==> config.mk <==
export PLATFORM = sky130hd
export DESIGN_NAME = conv_encode_r4
export DESIGN_NICKNAME = d
export VERILOG_FILES = /design/src/rtl/conv_encode_r4.sv
export SDC_FILE = /design/constraint.sdc
export NUM_CORES = 1
export LEC_CHECK = 0
export ABC_AREA = 1
export BUFFER_PORTS_ARGS = -buffer_cell sky130_fd_sc_hd__buf_4
export CORE_MARGIN = 2
export CORE_UTILIZATION = 50
export CTS_BUF_LIST = sky130_fd_sc_hd__clkbuf_4
export CTS_CLUSTER_DIAMETER = 40
export DETAILED_ROUTE_END_ITERATION = 16
export MAX_ROUTING_LAYER = met4
export PLACE_DENSITY = 0.72
export SLEW_MARGIN = 25
export SYNTH_ARGS = -nofsm -noshare
export SYNTH_HDL_FRONTEND = slang
export SYNTH_SLANG_ARGS = --single-unit
export TNS_END_PERCENT = 50
==> constraint.sdc <==
create_clock -name clk -period 1.3 [get_ports clk]
set_clock_uncertainty 0.05 [all_clocks]
set_input_delay 0.195 -clock clk [delete_from_list [all_inputs] [get_ports clk]]
set_output_delay 0.195 -clock clk [all_outputs]
set_load 0.01 [all_outputs]
==> src/rtl/conv_encode_r4.sv <==
// Radix-4, rate-1/2, K=3 convolutional encoder (generators 7/5 octal).
// Each accepted beat carries two information bits and yields four coded
// bits. After FRAME_SYMS symbols a zero-tail step returns the trellis to
// state 0, so the receiving Viterbi traceback sees a zero start and end state.
module conv_encode_r4 #(
  parameter int FRAME_SYMS = 30
) (
  input  logic       clk,
  input  logic       rst,
  input  logic       i_valid,
  input  logic [1:0] i_data,
  output logic       o_ready,
  output logic       o_valid,
  output logic [3:0] o_code,
  output logic       o_last,
  input  logic       i_ready
);

  localparam int CW = $clog2(FRAME_SYMS + 1);
  localparam logic [CW-1:0] LAST_IDX = CW'(FRAME_SYMS - 1);

  typedef enum logic {
    ENC   = 1'b0,
    FLUSH = 1'b1
  } state_t;

  state_t          state_q, state_d;
  logic [1:0]      s_q, s_d;
  logic [CW-1:0]   cnt_q, cnt_d;
  logic            valid_q, valid_d;
  logic [3:0]      code_q, code_d;
  logic            last_q, last_d;

  logic            slotFree;
  logic            accept;
  logic [1:0]      stepSym;
  logic [1:0]      stepNext;
  logic [3:0]      stepCode;

  // One radix-4 trellis step: bit [1] is encoded first from state s, then
  // bit [0] from the intermediate state {sym[1], s[1]}.
  // Result is {next_state[1:0], c0(bit1), c1(bit1), c0(bit0), c1(bit0)}.
  function automatic logic [5:0] encStep(input logic [1:0] s, input logic [1:0] sym);
    logic a;
    logic b;
    a = sym[1];
    b = sym[0];
    return {b, a, a ^ s[1] ^ s[0], a ^ s[0], b ^ a ^ s[1], b ^ s[1]};
  endfunction

  // The output slot can take a new beat when it is empty or being drained now.
  assign slotFree = !valid_q || i_ready;
  assign o_ready  = !rst && (state_q == ENC) && slotFree;
  assign accept   = i_valid && o_ready;

  // The tail step encodes a 00 symbol, so the step input is forced in FLUSH.
  assign stepSym  = (state_q == FLUSH) ? 2'b00 : i_data;
  assign {stepNext, stepCode} = encStep(s_q, stepSym);

  assign o_valid = valid_q;
  assign o_code  = code_q;
  assign o_last  = last_q;

  // Next-state logic: encode accepted symbols in ENC, emit the zero tail in FLUSH.
  always_comb begin
    state_d = state_q;
    s_d     = s_q;
    cnt_d   = cnt_q;
    valid_d = valid_q && !i_ready;
    code_d  = code_q;
    last_d  = last_q;
    case (state_q)
      ENC: begin
        if (accept) begin
          valid_d = 1'b1;
          code_d  = stepCode;
          last_d  = 1'b0;
          s_d     = stepNext;
          cnt_d   = cnt_q + 1'b1;
          if (cnt_q == LAST_IDX) begin
            state_d = FLUSH;
          end
        end
      end
      FLUSH: begin
        if (slotFree) begin
          valid_d = 1'b1;
          code_d  = stepCode;
          last_d  = 1'b1;
          s_d     = 2'b00;
          cnt_d   = '0;
          state_d = ENC;
        end
      end
      default: begin
        state_d = ENC;
      end
    endcase
  end

  // State, trellis and output registers; reset discards any partial frame.
  always_ff @(posedge clk) begin
    if (rst) begin
      state_q <= ENC;
      s_q     <= 2'b00;
      cnt_q   <= '0;
      valid_q <= 1'b0;
      code_q  <= 4'b0000;
      last_q  <= 1'b0;
    end else begin
      state_q <= state_d;
      s_q     <= s_d;
      cnt_q   <= cnt_d;
      valid_q <= valid_d;
      code_q  <= code_d;
      last_q  <= last_d;
    end
  end

endmodule
# Word level (Yosys, flattened, before mapping)
# Cells that the tools add are included.
# word_totals
register_bits,14
# op_classes
bitwise_logic,7
n_eq_ne,3
n_reduce_logical,9
n_mux,20
addsub,1
# ops
operator,n
$mux W5,2
$pmux W5 S2,1
$mux W4,2
$pmux W4 S2,1
$mux W1,7
$mux W2,3
$pmux W1 S2,3
$xor A1 B1 Y1,6
$add A5 B1 Y5 const B,1
$eq A5 B5 Y1 const B,1
$logic_and A1 B1 Y1,4
$pmux W2 S2,1
$logic_not A1 Y1,3
$ne A2 B1 Y1 const B,1
$ne A2 B2 Y1 const B,1
$reduce_and A2 Y1,1
$logic_or A1 B1 Y1,1
$not A1 Y1,1

# Longest topological paths before layout
# Gate-level depths: netlist of the first run.
# depth
ltp_word,6
ltp_mapped,7
mapped_depth_nobuf,7

# Worst setup path before layout of the first run
# No wires, ideal clock.
# synth_path
path_kind,reg2reg
startpoint,"register valid_q, in the netlist o_valid"
endpoint,"register code_q[0], in the netlist o_code[0]"
path_slack_ns,0.212
period_less_slack_ns,1.088
n_path_buf,0
arrival_time_ns,0.922
path_stages_with_launch,6
path_cell_list,dfxtp_1 -> nand2_1 -> nand2_1 -> nand2_2 -> o21ai_0 -> nor2_1
# synth_between
elab_chain_cells,6
word_cells_on_any_way,7
# synth_rtl
element,line_no,text
from (decl),30,"logic valid_q, valid_d;"
from (signal assigned),114,valid_q <= valid_d;
$logic_not A1 Y1 (*),52,assign slotFree = !valid_q || i_ready;
$logic_or A1 B1 Y1 (*),52,
$logic_and A1 B1 Y1,53,assign o_ready = !rst && (state_q == ENC) && slotFree;
$logic_and A1 B1 Y1,54,assign accept = i_valid && o_ready;
$ne A2 B2 Y1 (no line),--,
$reduce_and A2 Y1 (no line) (*),--,
to (signal assigned),115,code_q <= code_d;
to (decl),31,"logic [3:0] code_q, code_d;"
# Mark *: on every way between the ends. The rest lies on a longest branch, timed or not.
# A chain may end at the register's enable or synchronous reset.

# Final worst setup path of the first run
# layout_path
startpoint,register cnt_q[0]
endpoint,register cnt_q[2]
# layout_between
elab_chain_cells,3
# layout_rtl
element,line_no,text
from (decl),29,"logic [CW-1:0] cnt_q, cnt_d;"
from (signal assigned),113,cnt_q <= cnt_d;
$add A5 B1 Y5,79,cnt_d = cnt_q + 1'b1;
$mux W5,74,if (accept) begin
$pmux W5 S2,72,case (state_q)
# No other way between the ends. The select of a mux whose other input is x is not followed.

==> flow_summary.yaml, run 1 <==
setup_path:
  critPathLaunchType: "flip-flop"
  critPathKind: "flip-flop to flip-flop"
  critPathArrivalTime_ns: 1.41
  critPathRequiredTime_ns: 1.47
  crit_family: "simple AND/OR/NAND/NOR gates"
  critPathSlowestCell: "dfxtp_2"
  r2r_start: "cnt_q[0]"
  startpoint: "cnt_q[0]"
  path_common_cell: "nand2_1"
  path_cells: "ha_1 > nand2_1 > nor3b_1 > nand2_1 > a21oi_1"
  critPathBufInv: 0
  worstSetupEndpointType: "flip-flop"
  cpPeakStageDelay_ns: 0.36
  crit_path_max_fanout: 6
clock_network:
  numCtsBuffers: 3
  cts.clk_slew.worst_paths_ns: 0.10
  cts_sinks: 14
  cts_hold_buf: 0
  cts.path.max_buffers: 2
  cts_tree: "built"
  worstSkewPairLatency_ns: 0.29
  cts-root-buf: "clkbuf_4"
  htree_levels: 1
flow_run:
  drv_cap: 0
final_layout:
  diodes: 0
  nets: 138
  fillers: 150
  multi_input_area_um2: 420
  area.sequential_um2: 284
  layout-drive-gt1-share_pct: 24.8
  finalNonFillerCells: 145
  syn_to_final_growth_pct: 20.9
floorplanning:
  core_area_mm2: 0.00147
  ios: 13
  num_rows: 14
  die_w_um: 43.3
  die_y_um: 43.3
  start_util_pct: 52.6
  die_area_mm2: 0.00188
logic_synthesis:
  synthesis.nets: 119
  synth-edff-count: 0
  ys.flop_type: "dfxtp_1"
  synth_area_um2: 773
  yosysMostFrequentCell: "nand2_1"
  synth.distinct_cells: 19
  synth_common_cells: "nand2_1 (25), nand3_1 (18), dfxtp_1 (14), inv_1 (14), a21oi_1 (10)"
  yosys.area.top_type: "dfxtp_1"
  synth_cells: 111
  synthTopCellsByArea: "dfxtp_1 (36%), nand2_1 (12%), nand3_1 (12%), inv_1 (6.8%), a21oi_1 (6.5%)"
  ys_ff_latch: 14
  ys_warn_count: 0
  synth_top_area_share_pct: 36.2
  yosysSeqAreaShare_pct: 36.2
  syn_area_per_cell_um2: 6.97
  async_flop_share_pct: 0
power_and_ir_drop:
  p_leak_nw: 0.453
  pwr-share-clk_pct: 29.8
  pwr-share-comb_pct: 17.6
  power.internal_uw: 638
  switching_share_pct: 29.4
  ir_drop_mv: 0.726
  power_uw: 904
  power.density_mw_per_mm2: 967
  p_switching_uw: 266
  seq_power_share_pct: 52.6
timing:
  finalSetupViolations: 0
  max-slew-margin-rel_pct: 81.3
  period_share_pct: 95.6
  worst_pin_slew_ns: 0.281
  finalMaxSlewViolations: 0
  hold_violations: 0
  finalCriticalPeriod_ns: 1.24
  max_freq_ghz: 0.805
detailed_routing:
  firstDrtPassIters: 4
  postRouteAntennaNets: 0
  drc_errors: 0
  drt_iter0_markers: 19
  vias: 781
  routedWlPerCell_um: 12.4
  wl_mm: 1.80
  viasPerCell: 5.39
global_route:
  gr-total-overflow: 0
  antenna_found_initial: 0
  grt_pass1_wl_mm: 2.85
  grt_max_degree: 11
  grt_use_total_pct: 21.1
  grt_pass1_vias: 678
place:
  io_buffer_count: 12
  hpwl_mm: 1.17
  place_congestion: 0.875
  dpl.cell_count: 139
worst_hold_path:
  hold_start: "rst"
  hold_path.class: "primary input to flip-flop"
outcome:
  outcome: "completed"
[cell families after synthesis]
| logic type | count (synthesis) | share of synthesized area (%) |
|---|---|---|
| fa+ha+maj | 2 | 3.24 |
| buf+inv | 18 | 11.6 |
| simple gates | 63 | 39.5 |
| compound gates | 14 | 9.39 |
| flops | 14 | 36.2 |
[cells in the final DEF, fill, tap and decap left out]
cell      netlist  final
a21oi_1        10     10
nand3_4         1      1
dfxtp_2         0      3
nand2_4         0      2
nor3_2          0      1
nand3_2         2      2
nand4_1         1      1
inv_1          14     14
dfxtp_1        14     11
clkinv_1        0      1
clkbuf_4        0      3
inv_2           1      1
nor3b_1         1      1
o21bai_1        1      1
or2_0           2      2
buf_4           0     17
nand3_1        18     18
o21ai_0         3      3
nand2_1        25     24
nor2_1          9      9
nor2_2          2      2
ha_1            2      2
[worst reg2reg max path, stage by stage, from the launching register on]
cell and delay [ns]:
dfxtp_2 0.36, ha_1 0.24, nand2_1 0.10, nor3b_1 0.21
nand2_1 0.09, a21oi_1 0.13
[layout make-up]
type,count,share of cell area (%)
clock buffers,3,2.41
clock inverters,1,0.402
inverters,15,6.02
well taps,16,2.14
flip-flops and latches,14,30.4
repair buffers,17,13.7
multi-input cells,79,45.0
[metrics by stage]
step	area [um^2]	worst slack (ns)	hold slack, ns	utilization [%]	setup TNS [ns]
2_1_floorplan	773	0.212	0.328	-	0
3_3_place_gp	872	0.114	0.378	59.3	0
3_5_place_dp	872	0.0537	0.386	59.3	0
4_1_cts	906	0.0143	0.0843	61.6	0
5_1_grt	935	-0.0141	0.0914	63.5	-0.0180
6_report	935	0.0574	0.0839	63.5	0
[registers in the layout, indices dropped and copies added (netlist names)]
register	count
s_q	2
o_valid	1
o_last	1
cnt_q	5
o_code	4
state_q	1
[metal layers]
layer / track usage (%) / part of all wire [%]
met1: 27.2 / 46
met2: 32.2 / 48
met3: 3.83 / 5.0
met4: 9.09 / 1.4
met5: - / 0
[power groups by stage]
stage,registers (mW),clock network (mW),logic [mW]
3_3_place_gp,0.481,0,0.145
5_1_grt,0.479,0.293,0.182
6_report,0.475,0.270,0.159
4_1_cts,0.473,0.262,0.150
3_5_place_dp,0.483,0,0.148
2_1_floorplan,0.484,0,0.0968
[worst paths after layout]
path / endpoint / slack (ns) / depth (start not counted)
hold / removal: s_q[1] / 0.08 / 2
setup / recovery: cnt_q[2] / 0.06 / 5
hold reg to reg: o_last / 0.43 / 2
setup reg to reg: cnt_q[2] / 0.06 / 5
[what timing repair did]
item                                    CTS  global route
buffers inserted                          0             2
pin swaps                                 0             1
endpoints found under the setup margin    1            11
resized for setup                         2             5
(Power assumes the default switching activity.)
==> run 2: changes to the inputs <==
- BUFFER_PORTS_ARGS: -buffer_cell sky130_fd_sc_hd__buf_4 -> -buffer_cell sky130_fd_sc_hd__buf_2
==> run 2 against run 1 <==
Against the previous run:
- total power is 3.1% lower
- first-iteration DRC count rose by 37%
- sequential share of layout area is 1.6 points higher
- utilization is 3.4 points lower
- cell area is 5.4% lower
- hold slack improved by 0.10 ns
- register-to-register slack better by 0.02 ns
- combinational power fell by 10%
- critical path depth fell by 1
- sequential cell count unchanged
- final cell count down 1.4%
- critical path type is now flip-flop to output port
- non-clock buffer count down 2
==> flow_summary.yaml, run 2 (synthesis results as in run 1) <==
outcome:
  outcome: "completed"
global_route:
  grt_use_total_pct: 19.5
  grt_pass1_wl_mm: 2.66
  grt_max_degree: 12
  grt_pass1_vias: 646
  gr-total-overflow: 0
  antenna_found_initial: 0
detailed_routing:
  drt_iter0_markers: 26
  top_layer: "met4"
  met1Wirelength_um: 796
  vias: 759
  viasPerCell: 5.31
  postRouteAntennaNets: 0
  firstDrtPassIters: 4
  routedWlPerCell_um: 11.2
  drc_errors: 0
  met3_length_um: 94
  wl_met2_um: 698
  wl_mm: 1.60
final_layout:
  top_register: "cnt_q"
  design_area_um2: 885
  final_common_cell: "nand2_1"
  diodes: 0
  layout-drive-gt1-share_pct: 24.4
  syn_to_final_growth_pct: 14.4
  largest_register_ff_count: 5
  nets: 136
  mostFrequentLayoutCells: "nand2_1 (24), nand3_1 (18), inv_1 (14)"
timing:
  finalMaxSlewViolations: 0
  finalCriticalPeriod_ns: 1.24
  setup_tns_ns: 0
  finalSetupViolations: 0
  period_share_pct: 95.6
  max_freq_ghz: 0.805
  worst_pin_slew_ns: 0.265
  fin_ws_ns: 0.0575
  max-slew-margin-rel_pct: 82.3
  hold_violations: 0
clock_network:
  htree_levels: 1
  cts.path.max_buffers: 2
  cts_sinks: 14
  cts-root-buf: "clkbuf_4"
  cts.clk_slew.worst_paths_ns: 0.09
  numCtsBuffers: 3
  cts_tree: "built"
  worstSkewPairLatency_ns: 0.28
setup_path:
  critPathRequiredTime_ns: 1.05
  critPathArrivalTime_ns: 1.00
  worstSetupEndpointType: "output port"
  critPathKind: "flip-flop to output port"
  crit_path_max_fanout: 3
  critPathLaunchType: "flip-flop"
  regToRegSetupSlack_ns: 0.08
place:
  place_congestion: 0.847
  io_buffer_count: 12
  hpwl_mm: 1.13
  place_ws_ns: 0.0786
  placed_area_um2: 842
power_and_ir_drop:
  switching_share_pct: 28.7
  pwr-share-comb_pct: 16.3
  seq_power_share_pct: 54.0
  power.internal_uw: 624
  pwr-share-clk_pct: 29.6
  p_switching_uw: 251
  ir_drop_mv: 0.488
  power.density_mw_per_mm2: 989
  power_uw: 875
  p_leak_nw: 0.427
floorplanning:
  die_w_um: 43.3
  die_area_mm2: 0.00188
  num_rows: 14
  die_y_um: 43.3
  core_area_mm2: 0.00147
  ios: 13
  start_util_pct: 52.6
flow_run:
  drv_cap: 0
worst_hold_path:
  hold_path.class: "primary input to flip-flop"
==> run 2: metal layers <==
layer	vias to the layer above	GRT usage, %
met2	29	29.0
met3	2	3.83
met1	336	26.2
met4	0	7.27
met5	-	-
li1	392	-
==> run 2: path summary, 6_finish.rpt <==
| kind | startpoint | cells after the start | end |
|---|---|---|---|
| max | o_valid | 4 | o_ready |
| min | rst | 3 | cnt_q[1] |
| max reg2reg | cnt_q[1] | 5 | cnt_q[2] |
| min reg2reg | o_last | 2 | o_last |
==> run 2: area by class of cell <==
| type | count | area, um^2 |
|---|---|---|
| clock inverters | 1 | 3.75 |
| flip-flops and latches | 14 | 283 |
| well taps | 16 | 20.0 |
| multi-input cells | 79 | 417 |
| fillers | 146 | 587 |
| repair buffers | 15 | 82.6 |
| inverters | 15 | 56.3 |
| clock buffers | 3 | 22.5 |
==> run 2: worst max-delay path, cell delays in order (launching register included) <==
cell	delay, ns
dfxtp_1	0.33
nand2_2	0.09
inv_1	0.07
nor3_2	0.09
buf_2	0.14
==> run 2: power groups by stage <==
stage	combinational [mW]	clock, mW	sequential [mW]
floorplan	0.0968	0	0.484
CTS	0.140	0.266	0.472
detailed placement	0.139	0	0.481
finish	0.143	0.259	0.473
global route	0.166	0.274	0.477
global placement	0.136	0	0.481
==> run 2: metrics by stage <==
step	hold slack (ns)	instances	util (%)
3_5_place_dp	0.405	139	57.2
5_1_grt	0.198	143	60.1
4_1_cts	0.178	143	59.2
3_3_place_gp	0.413	139	57.2
2_1_floorplan	0.328	111	-
6_report	0.184	143	60.1
==> run 2: timing repair <==
item / 4_1_cts / 5_1_grt
hold buffers: 0 / 0
setup buffers: 0 / 0
pin swaps: 0 / 2
setup endpoints to repair: 1 / 7
resized for setup: 1 / 5
==> run 3: changes to the inputs <==
- ABC_AREA: 1 -> not set
- PLACE_DENSITY: 0.72 -> 0.73
==> run 3 against run 2 <==
Against the previous run:
- sequential cell count unchanged
- final cell count down 16%
- synthesized cell count down 26%
- clock-buffer cell count unchanged
- die area down 6.0%
- global-route usage down 0.76 points
- largest power group unchanged
- highest routed layer unchanged
==> flow_summary.yaml, run 3 <==
setup_path:
  critPathRequiredTime_ns: 1.05
  critPathLaunchType: "flip-flop"
  crit_path_max_fanout: 12
  worst_r2r_path_depth: 4
  r2r_start: "cnt_q[1]"
  reg2reg_to: "cnt_q[1]"
  worstSetupEndpointType: "output port"
  critPathArrivalTime_ns: 1.04
  regToRegSetupSlack_ns: 0.02
  critPathKind: "flip-flop to output port"
global_route:
  grt_pass1_vias: 606
  antenna_found_initial: 0
  grt_pass1_wl_mm: 2.51
  gr-total-overflow: 0
  grt_use_total_pct: 18.8
  grt_max_degree: 17
power_and_ir_drop:
  ir_drop_mv: 0.728
  seq_power_share_pct: 53.6
  pwr-share-comb_pct: 17.3
  power.density_mw_per_mm2: 930
  p_leak_nw: 0.387
  power.internal_uw: 632
  pwr-share-clk_pct: 29.1
  switching_share_pct: 26.6
  p_switching_uw: 229
logic_synthesis:
  synthTopCellsByArea: "dfxtp_1 (39%), a21oi_1 (4.2%), nor2_1 (4.2%), nand2_1 (3.6%), xnor2_1 (3.6%)"
  synth_common_cells: "dfxtp_1 (14), nor2_1 (8), nand2_1 (7)"
  synthesis.nets: 90
  synth_top_area_share_pct: 38.8
  synth-edff-count: 0
  yosysMostFrequentCell: "dfxtp_1"
  yosysSeqAreaShare_pct: 38.8
  ys.flop_type: "dfxtp_1"
  syn_area_per_cell_um2: 8.80
  ys_ff_latch: 14
  yosys.area.top_type: "dfxtp_1"
  ys_warn_count: 0
  async_flop_share_pct: 0
  synth_cells: 82
  synth_area_um2: 722
  synth.distinct_cells: 33
final_layout:
  mostFrequentLayoutCells: "buf_2 (12), buf_4 (11), dfxtp_1 (10)"
  diodes: 0
  syn_to_final_growth_pct: 28.2
  final_common_cell: "buf_2"
  fin_util_pct: 70.3
  largest_register_ff_count: 5
  top_register: "cnt_q"
  nets: 114
  layout-drive-gt1-share_pct: 37.1
worst_hold_path:
  hold-path-cell-count: 3
  hold_path.class: "primary input to flip-flop"
  hold_end: "cnt_q[1]"
  hold_start: "rst"
clock_network:
  cts_hold_buf: 0
  cts_tree: "built"
  cts_sinks: 14
  numCtsBuffers: 3
  cts.clk_slew.worst_paths_ns: 0.08
  htree_levels: 1
  worstSkewPairLatency_ns: 0.28
  cts-root-buf: "clkbuf_4"
  cts.path.max_buffers: 2
place:
  place_congestion: 0.774
  io_buffer_count: 12
  hpwl_mm: 1.02
timing:
  finalCriticalPeriod_ns: 1.29
  max-slew-margin-rel_pct: 75.4
  period_share_pct: 99.1
  max_freq_ghz: 0.777
  setup_tns_ns: 0
  finalSetupViolations: 0
  finalMaxSlewViolations: 0
  hold_violations: 0
  worst_pin_slew_ns: 0.365
  rsz0062_at_grt: "yes"
outcome:
  outcome: "completed"
floorplanning:
  start_util_pct: 54.8
  num_rows: 13
  die_y_um: 42
  core_area_mm2: 0.00132
  ios: 13
  die_w_um: 42
  die_area_mm2: 0.00176
detailed_routing:
  firstDrtPassIters: 4
  wl_mm: 1.41
  drc_errors: 0
  drt_iter0_markers: 5
  postRouteAntennaNets: 0
  vias: 651
  viasPerCell: 5.43
  routedWlPerCell_um: 11.7
flow_run:
  drv_cap: 0
## run 3: cell count changes in the layout (fill, tap and decap cells not counted), sizes merged, moves of 5 or more
cell	previous run	this run
buf	15	23
inv	15	2
nand2	26	7
nand3	21	1
nor2b	0	5
## run 3: worst max path at each step
stage                        start  endpoint  cells past startpoint
final                      state_q   o_ready                      3
after global routing       state_q   o_ready                      3
after CTS                  state_q   o_ready                      3
after detailed placement  cnt_q[0]  cnt_q[4]                      4
after global placement    cnt_q[0]  cnt_q[4]                      4
after floorplan           cnt_q[0]  cnt_q[4]                      4
## run 3: layout make-up
class	instances	area [um^2]
multi-input cells	62	438
clock buffers	3	22.5
repair buffers	23	143
clock inverters	1	3.75
flip-flops and latches	14	293
inverters	2	7.51
fillers	103	392
well taps	15	18.8
## run 3: cell families (layout without fill, tap and decap cells)
logic type / after synthesis / after routing / synth area share, %
mux: 2 / 2 / 2.77
buf+inv: 6 / 29 / 4.51
flops: 14 / 14 / 38.8
compound gates: 18 / 18 / 16.1
xor+xnor: 4 / 4 / 4.85
simple gates: 36 / 36 / 29.5
fa+ha+maj: 2 / 2 / 3.47
## run 3: through the flow
step / instance area, um^2 / setup WS (ns) / total power [mW] / hold WS, ns / instances
final: 926 / 0.0123 / 0.861 / 0.265 / 120
after global routing: 926 / -0.0437 / 0.902 / 0.284 / 120
after CTS: 912 / 0.000339 / 0.875 / 0.268 / 120
after detailed placement: 856 / -0.0616 / 0.612 / 0.415 / 115
after global placement: 856 / -0.0252 / 0.610 / 0.400 / 115
after floorplan: 727 / -0.0204 / 0.563 / 0.334 / 82
## run 3: routing by layer
layer	GRT usage (%)	up-vias	wire (um)
li1	-	333	-
met1	23.6	305	663
met2	29.4	11	685
met3	2.59	2	43
met4	9.68	0	16
met5	-	-	0
## run 3: critical path, stage by stage (launching register included)
cell	delay (ns)
dfxtp_4	0.42
nand2b_4	0.17
nor2_1	0.04
buf_2	0.13
## run 3: timing repair
item / in CTS / in global routing
buffers inserted: 1 / 0
pin swaps: 2 / 4
resized for setup: 6 / 4
setup endpoints to repair: 4 / 3
gates cloned: 0 / 0
## run 3: power by group through the flow
| stage | clock [mW] | combinational (mW) | sequential [mW] |
|---|---|---|---|
| 3_3_place_gp | 0 | 0.138 | 0.472 |
| 4_1_cts | 0.264 | 0.148 | 0.463 |
| 6_report | 0.250 | 0.149 | 0.461 |
| 5_1_grt | 0.273 | 0.164 | 0.465 |
| 2_1_floorplan | 0 | 0.0859 | 0.477 |
| 3_5_place_dp | 0 | 0.140 | 0.473 |
